File: config.mk
export PLATFORM = sky130hd
export DESIGN_NAME = demux2_8_buf_flat
export DESIGN_NICKNAME = d
export VERILOG_FILES = /design/src/rtl/demux2_8_buf_if.sv /design/src/rtl/demux2_8_buf.sv /design/src/flat_wrapper.sv
export SDC_FILE = /design/constraint.sdc
export NUM_CORES = 1
export LEC_CHECK = 0
export BUFFER_PORTS_ARGS = -buffer_cell sky130_fd_sc_hd__buf_4
export CAP_MARGIN = 0
export CORE_MARGIN = 2
export CORE_UTILIZATION = 50
export CTS_BUF_LIST = sky130_fd_sc_hd__clkbuf_8
export CTS_CLUSTER_SIZE = 30
export DETAILED_ROUTE_END_ITERATION = 8
export HOLD_SLACK_MARGIN = 0.12
export PLACE_DENSITY = 0.81
export SKIP_CTS_REPAIR_TIMING = 1
export SYNTH_ARGS = -nofsm -noshare
export SYNTH_HDL_FRONTEND = slang
export SYNTH_SLANG_ARGS = --single-unit
File: constraint.sdc
create_clock -name clk -period 2 [get_ports clk]
set_input_delay 0.2 -clock clk [delete_from_list [all_inputs] [get_ports clk]]
set_output_delay 0.2 -clock clk [all_outputs]
set_load 0.05 [all_outputs]
File: src/rtl/demux2_8_buf_if.sv
// Bus bundle for the buffered 1-to-2 byte demultiplexer: one valid/ready input,
// two valid/ready outputs and the per-channel status/debug signals.
interface demux2_8_buf_if #(
  parameter int CNT_W = 16
);
  logic [7:0]       in_data;
  logic             in_sel;
  logic             in_valid;
  logic             in_ready;

  logic [7:0]       out1_data;
  logic             out1_valid;
  logic             out1_ready;

  logic [7:0]       out2_data;
  logic             out2_valid;
  logic             out2_ready;

  logic [CNT_W-1:0] cnt1;
  logic [CNT_W-1:0] cnt2;
  logic             full1;
  logic             full2;

  // Producer/sink side (testbench or surrounding datapath).
  modport master (
    output in_data, in_sel, in_valid, out1_ready, out2_ready,
    input  in_ready, out1_data, out1_valid, out2_data, out2_valid,
    input  cnt1, cnt2, full1, full2
  );

  // Demultiplexer side.
  modport slave (
    input  in_data, in_sel, in_valid, out1_ready, out2_ready,
    output in_ready, out1_data, out1_valid, out2_data, out2_valid,
    output cnt1, cnt2, full1, full2
  );
endinterface

File: src/rtl/demux2_8_buf.sv
// Buffered 1-to-2 byte demultiplexer: each input beat is steered by in_sel into
// one of two independent 2-entry FIFOs, each with a delivered-beat counter.
module demux2_8_buf #(
  parameter int DEPTH = 2,
  parameter int CNT_W = 16
) (
  input logic           clk,
  input logic           rst,
  demux2_8_buf_if.slave bus
);

  typedef enum logic [1:0] {
    EMPTY = 2'd0,
    ONE   = 2'd1,
    TWO   = 2'd2
  } state_t;

  logic [1:0]            ch_ready;
  logic [1:0]            ch_valid;
  logic [1:0]            ch_full;
  logic [1:0]            ch_push;
  logic [1:0][7:0]       ch_data;
  logic [1:0][CNT_W-1:0] ch_cnt;
  logic                  in_ready;

  assign ch_ready = {bus.out2_ready, bus.out1_ready};

  // Space check uses registered occupancy only, so a same-cycle pop never
  // opens a slot for a push; reset blocks the handshake entirely.
  assign in_ready = ~rst & ~ch_full[bus.in_sel];

  genvar gi;
  generate
    for (gi = 0; gi < 2; gi++) begin : g_chan
      state_t           state_reg, state_next;
      logic             wr_ptr_reg, wr_ptr_next;
      logic             rd_ptr_reg, rd_ptr_next;
      logic [CNT_W-1:0] cnt_reg, cnt_next;
      logic [7:0]       mem_reg [DEPTH];
      logic             pop;

      assign ch_push[gi] = bus.in_valid & in_ready & (bus.in_sel == 1'(gi));
      assign pop         = (state_reg != EMPTY) & ch_ready[gi];

      always_comb begin
        state_next  = state_reg;
        wr_ptr_next = wr_ptr_reg;
        rd_ptr_next = rd_ptr_reg;
        cnt_next    = cnt_reg;

        case (state_reg)
          EMPTY: begin
            if (ch_push[gi]) state_next = ONE;
          end
          ONE: begin
            if (ch_push[gi] && !pop)      state_next = TWO;
            else if (!ch_push[gi] && pop) state_next = EMPTY;
          end
          TWO: begin
            if (pop) state_next = ONE;
          end
          default: state_next = EMPTY;
        endcase

        if (ch_push[gi]) wr_ptr_next = ~wr_ptr_reg;
        if (pop) begin
          rd_ptr_next = ~rd_ptr_reg;
          cnt_next    = cnt_reg + CNT_W'(1);
        end
      end

      always_ff @(posedge clk) begin
        if (rst) begin
          state_reg  <= EMPTY;
          wr_ptr_reg <= 1'b0;
          rd_ptr_reg <= 1'b0;
          cnt_reg    <= '0;
          for (int i = 0; i < DEPTH; i++) begin
            mem_reg[i] <= 8'h00;
          end
        end else begin
          state_reg  <= state_next;
          wr_ptr_reg <= wr_ptr_next;
          rd_ptr_reg <= rd_ptr_next;
          cnt_reg    <= cnt_next;
          if (ch_push[gi]) begin
            mem_reg[wr_ptr_reg] <= bus.in_data;
          end
        end
      end

      assign ch_valid[gi] = (state_reg != EMPTY);
      assign ch_full[gi]  = (state_reg == TWO);
      assign ch_data[gi]  = mem_reg[rd_ptr_reg];
      assign ch_cnt[gi]   = cnt_reg;
    end
  endgenerate

  assign bus.in_ready   = in_ready;
  assign bus.out1_data  = ch_data[0];
  assign bus.out1_valid = ch_valid[0];
  assign bus.out2_data  = ch_data[1];
  assign bus.out2_valid = ch_valid[1];
  assign bus.cnt1       = ch_cnt[0];
  assign bus.cnt2       = ch_cnt[1];
  assign bus.full1      = ch_full[0];
  assign bus.full2      = ch_full[1];

endmodule

File: src/flat_wrapper.sv
// flat-port wrapper written by rule: the top's interface ports become plain ports
module demux2_8_buf_flat 
#(
  parameter int DEPTH = 2,
  parameter int CNT_W = 16
)
  (clk, rst, bus_in_data, bus_in_sel, bus_in_valid, bus_out1_ready, bus_out2_ready, bus_in_ready, bus_out1_data, bus_out1_valid, bus_out2_data, bus_out2_valid, bus_cnt1, bus_cnt2, bus_full1, bus_full2);
  demux2_8_buf_if #(.CNT_W(CNT_W)) bus_i ();
  input logic clk;
  input logic rst;
  input wire logic [$bits(bus_i.in_data)-1:0] bus_in_data;
  input wire logic [$bits(bus_i.in_sel)-1:0] bus_in_sel;
  input wire logic [$bits(bus_i.in_valid)-1:0] bus_in_valid;
  input wire logic [$bits(bus_i.out1_ready)-1:0] bus_out1_ready;
  input wire logic [$bits(bus_i.out2_ready)-1:0] bus_out2_ready;
  output wire logic [$bits(bus_i.in_ready)-1:0] bus_in_ready;
  output wire logic [$bits(bus_i.out1_data)-1:0] bus_out1_data;
  output wire logic [$bits(bus_i.out1_valid)-1:0] bus_out1_valid;
  output wire logic [$bits(bus_i.out2_data)-1:0] bus_out2_data;
  output wire logic [$bits(bus_i.out2_valid)-1:0] bus_out2_valid;
  output wire logic [$bits(bus_i.cnt1)-1:0] bus_cnt1;
  output wire logic [$bits(bus_i.cnt2)-1:0] bus_cnt2;
  output wire logic [$bits(bus_i.full1)-1:0] bus_full1;
  output wire logic [$bits(bus_i.full2)-1:0] bus_full2;
  assign bus_i.in_data = bus_in_data;
  assign bus_i.in_sel = bus_in_sel;
  assign bus_i.in_valid = bus_in_valid;
  assign bus_i.out1_ready = bus_out1_ready;
  assign bus_i.out2_ready = bus_out2_ready;
  assign bus_in_ready = bus_i.in_ready;
  assign bus_out1_data = bus_i.out1_data;
  assign bus_out1_valid = bus_i.out1_valid;
  assign bus_out2_data = bus_i.out2_data;
  assign bus_out2_valid = bus_i.out2_valid;
  assign bus_cnt1 = bus_i.cnt1;
  assign bus_cnt2 = bus_i.cnt2;
  assign bus_full1 = bus_i.full1;
  assign bus_full2 = bus_i.full2;
  demux2_8_buf #(.DEPTH(DEPTH), .CNT_W(CNT_W)) u_core (.clk(clk), .rst(rst), .bus(bus_i));
endmodule
==> flow_summary.ini <==
[routing]
wl_per_cell_um = 14.6
drtPass1Iterations = 4
ant_nets = 0
vias_per_cell = 5.23
drtIter0Drc = 94
num_vias = 2451
drt_wl_total_um = 6840
drc = 0

[yosys]
synthFlopType = dfxtp_1
synth_top_area_cell = edfxtp_1
synth_mux_area_share_pct = 6.35
synth_cell_types = 39
synth_edf_count = 32
ys_seq_area_share_pct = 54.4
synth_xor_area_share_pct = 6.88
avgSynthCellArea_um2 = 10.6
netlist_instances = 311
synth_top_family_by_area = simple AND/OR/NAND/NOR gates
async_flop_share_pct = 0
synth_compound_area_share_pct = 5.33
synthesis.area_um2 = 3310
ys_ff_latch = 74
yosysWarnings = 0
synth_nets = 327
synth_top_area_share_pct = 29.0
synth_area_leaders = edfxtp_1 (29%), dfxtp_1 (25%), and2_1 (6.2%), mux2_2 (5.4%), xnor2_1 (4.8%)
synth_fa_ha_area_share_pct = 0.756
synthSimpleGateAreaFrac_pct = 24.0

[floorplan]
coreArea_um2 = 6390
initial_utilization_pct = 51.8
rows = 29
die_h_um = 85.4
pin_count = 67
die-area_um2 = 7290
dieWidth_um = 85.4

[hold_path]
hp-class = input pin to flop
hold_depth = 2
min_to = u_core.g_chan[0].mem_reg[0][1]
hp-start = bus_in_data[1]

[sta]
period_share_pct = 90.8
finalMaxSlewViolations = 0
fin_crit_ps = 1820
tightestPinTransition_ps = 581
hold_violations = 0
timing.final.ws_setup_ps = 184
setup_viol_count_final = 0
finalSetupTns_ps = 0
clock.fmax_mhz = 551
finClkSkew_ps = 7.32
max_slew_margin_pct = 61.0
rsz0062_at_grt = no

[place]
gp_congestion = 0.776
placed_cell_area_um2 = 3920
numPortBuffers = 66
place_hpwl_um = 4920
place_ws_ps = 231

[global_routing]
grt_max_degree = 47
grt_overflow = 0
grt_pass1_wl_um = 11400
grt_pass1_vias = 2355
grt.total_usage_pct = 20.0
grt_antenna_before_repair = 0

[setup_path]
cp_slowest_stage_delay_ps = 520
r2r-end = u_core.g_chan[1].mem_reg[1][4]
endpoint_kind = output pin
critPathBufInv = 4
cp.arrival_ps = 1620
worstPathCellList = dlygate4sd3_1 -> buf_4 -> buf_4 -> nor2_1 -> buf_4
reg2reg_depth = 4
start_kind = input pin
crit_family = buffers and inverters
worstPathRequired_ps = 1800
cp_slowest_cell = dlygate4sd3_1
rr_startpoint = u_core.g_chan[1].state_reg[1]
crit_path_max_fanout = 46
path_class = input pin to output pin
crit_top_cell = buf_4
reg2reg_slack_ps = 220

[clock_tree]
cts_buffers = 9
ctsHtreeMaxLevel = 3
clock_latency_ps = 330
cts_tree = done
cts_root_buf = clkbuf_8
clock-sinks = 74
clk_pin_slew_ps = 70
clockBufferDepth = 2

[finish]
antenna_cells = 0
final_area_um2 = 4110
area_delta_synth_final_pct = 24.2
largest_reg_flops = 32
nNetsFinal = 403
drive_gt1_share_pct = 30.4

[pwr]
peakVddDrop_v = 0.000450
power.density_nw_per_um2 = 724
power_leakage_nw = 1.65
power.total_mw = 2.98

[job]
max-cap-violations = 0

[status]
status = completed
==> stage by stage <==
stage	utilization, %	instances	hold slack [ps]
after floorplan	-	311	273
after global placement	61.3	450	399
after detailed placement	61.3	450	410
after CTS	63.8	466	44.3
after global routing	64.4	469	166
final	64.4	469	174
==> routing by layer <==
metal | GRT usage [%] | part of all wire, % | vias up
met5 | 0 | 0 | -
met2 | 31.2 | 47 | 57
li1 | - | - | 1242
met4 | 7.79 | 1.7 | 0
met3 | 5.54 | 5.1 | 9
met1 | 26.6 | 46 | 1143
==> cells by family (layout without fill, tap and decap cells) <==
logic type               count (synthesis)  in the layout
AO/OA/AOI/OAI                           28             28
XOR/XNOR                                26             26
adder cells (fa/ha/maj)                  2              2
buffers and inverters                   19            100
flip-flops                              74             74
multiplexers                            19             19
AND/OR/NAND/NOR                        143            143
==> cell usage after synthesis (3+ instances only) <==
cell	instances
a21oi_1	10
and2_1	33
clkbuf_1	10
dfxtp_1	42
edfxtp_1	32
inv_1	7
mux2_2	16
mux2i_1	3
nand2_1	14
nand2b_1	3
nand3_1	7
nand4_1	8
nor2_1	37
nor2b_1	3
nor3_1	7
nor4_1	8
o21a_1	3
o21ai_0	5
or2_2	6
or3_1	5
xnor2_1	18
xor2_1	8
==> final cells by class <==
cell class	count	area, um2
tap	77	96.3
fill	548	2270
inverter	7	26.3
timing repair buffer	77	586
clock inverter	7	32.5
sequential	74	1800
multi-input combinational	218	1440
clock buffer	9	124
==> how the worst max path moves through the flow <==
stage,startpoint,end,slack [ps],cells after the start
3_3_place_gp,u_core.bus.cnt2[0],u_core.bus.cnt2[14],320,5
3_5_place_dp,u_core.g_chan[1].state_reg[0],u_core.g_chan[1].mem_reg[1][7],230,4
4_1_cts,u_core.g_chan[0].state_reg[1],bus_in_ready,10,6
6_report,rst,bus_in_ready,180,5
5_1_grt,u_core.g_chan[1].state_reg[1],u_core.g_chan[1].mem_reg[1][4],40,4
2_1_floorplan,u_core.bus.cnt2[1],u_core.bus.cnt2[15],2,4
==> power breakdown <==
group | switching, mW | internal [mW] | leakage, nW
logic | 0.244 | 0.139 | 0.885
registers | 0.0334 | 1.63 | 0.673
clock network | 0.509 | 0.428 | 0.0956
total | 0.786 | 2.19 | 1.65
==> cell usage in the layout (no fill, tap or decap), types with 5 or more instances in the layout <==
| cell type | instances |
|---|---|
| clkbuf_8 | 9 |
| dfxtp_1 | 40 |
| o21ai_0 | 5 |
| a21oi_1 | 10 |
| nand2_1 | 14 |
| nor2_1 | 37 |
| nand3_1 | 7 |
| mux2_2 | 16 |
| buf_4 | 74 |
| inv_1 | 11 |
| nor4_1 | 7 |
| nor3_1 | 7 |
| or3_1 | 5 |
| edfxtp_1 | 32 |
| xor2_1 | 8 |
| or2_2 | 6 |
| xnor2_1 | 18 |
| and2_1 | 33 |
| nand4_1 | 8 |
==> worst register-to-register path, stage by stage (launching register included) <==
cell	delay, ps
dfxtp_1	370
or2b_1	250
nand4b_1	140
nor2_1	410
or2_2	310
Note: power is estimated with default switching activity, not from simulation.
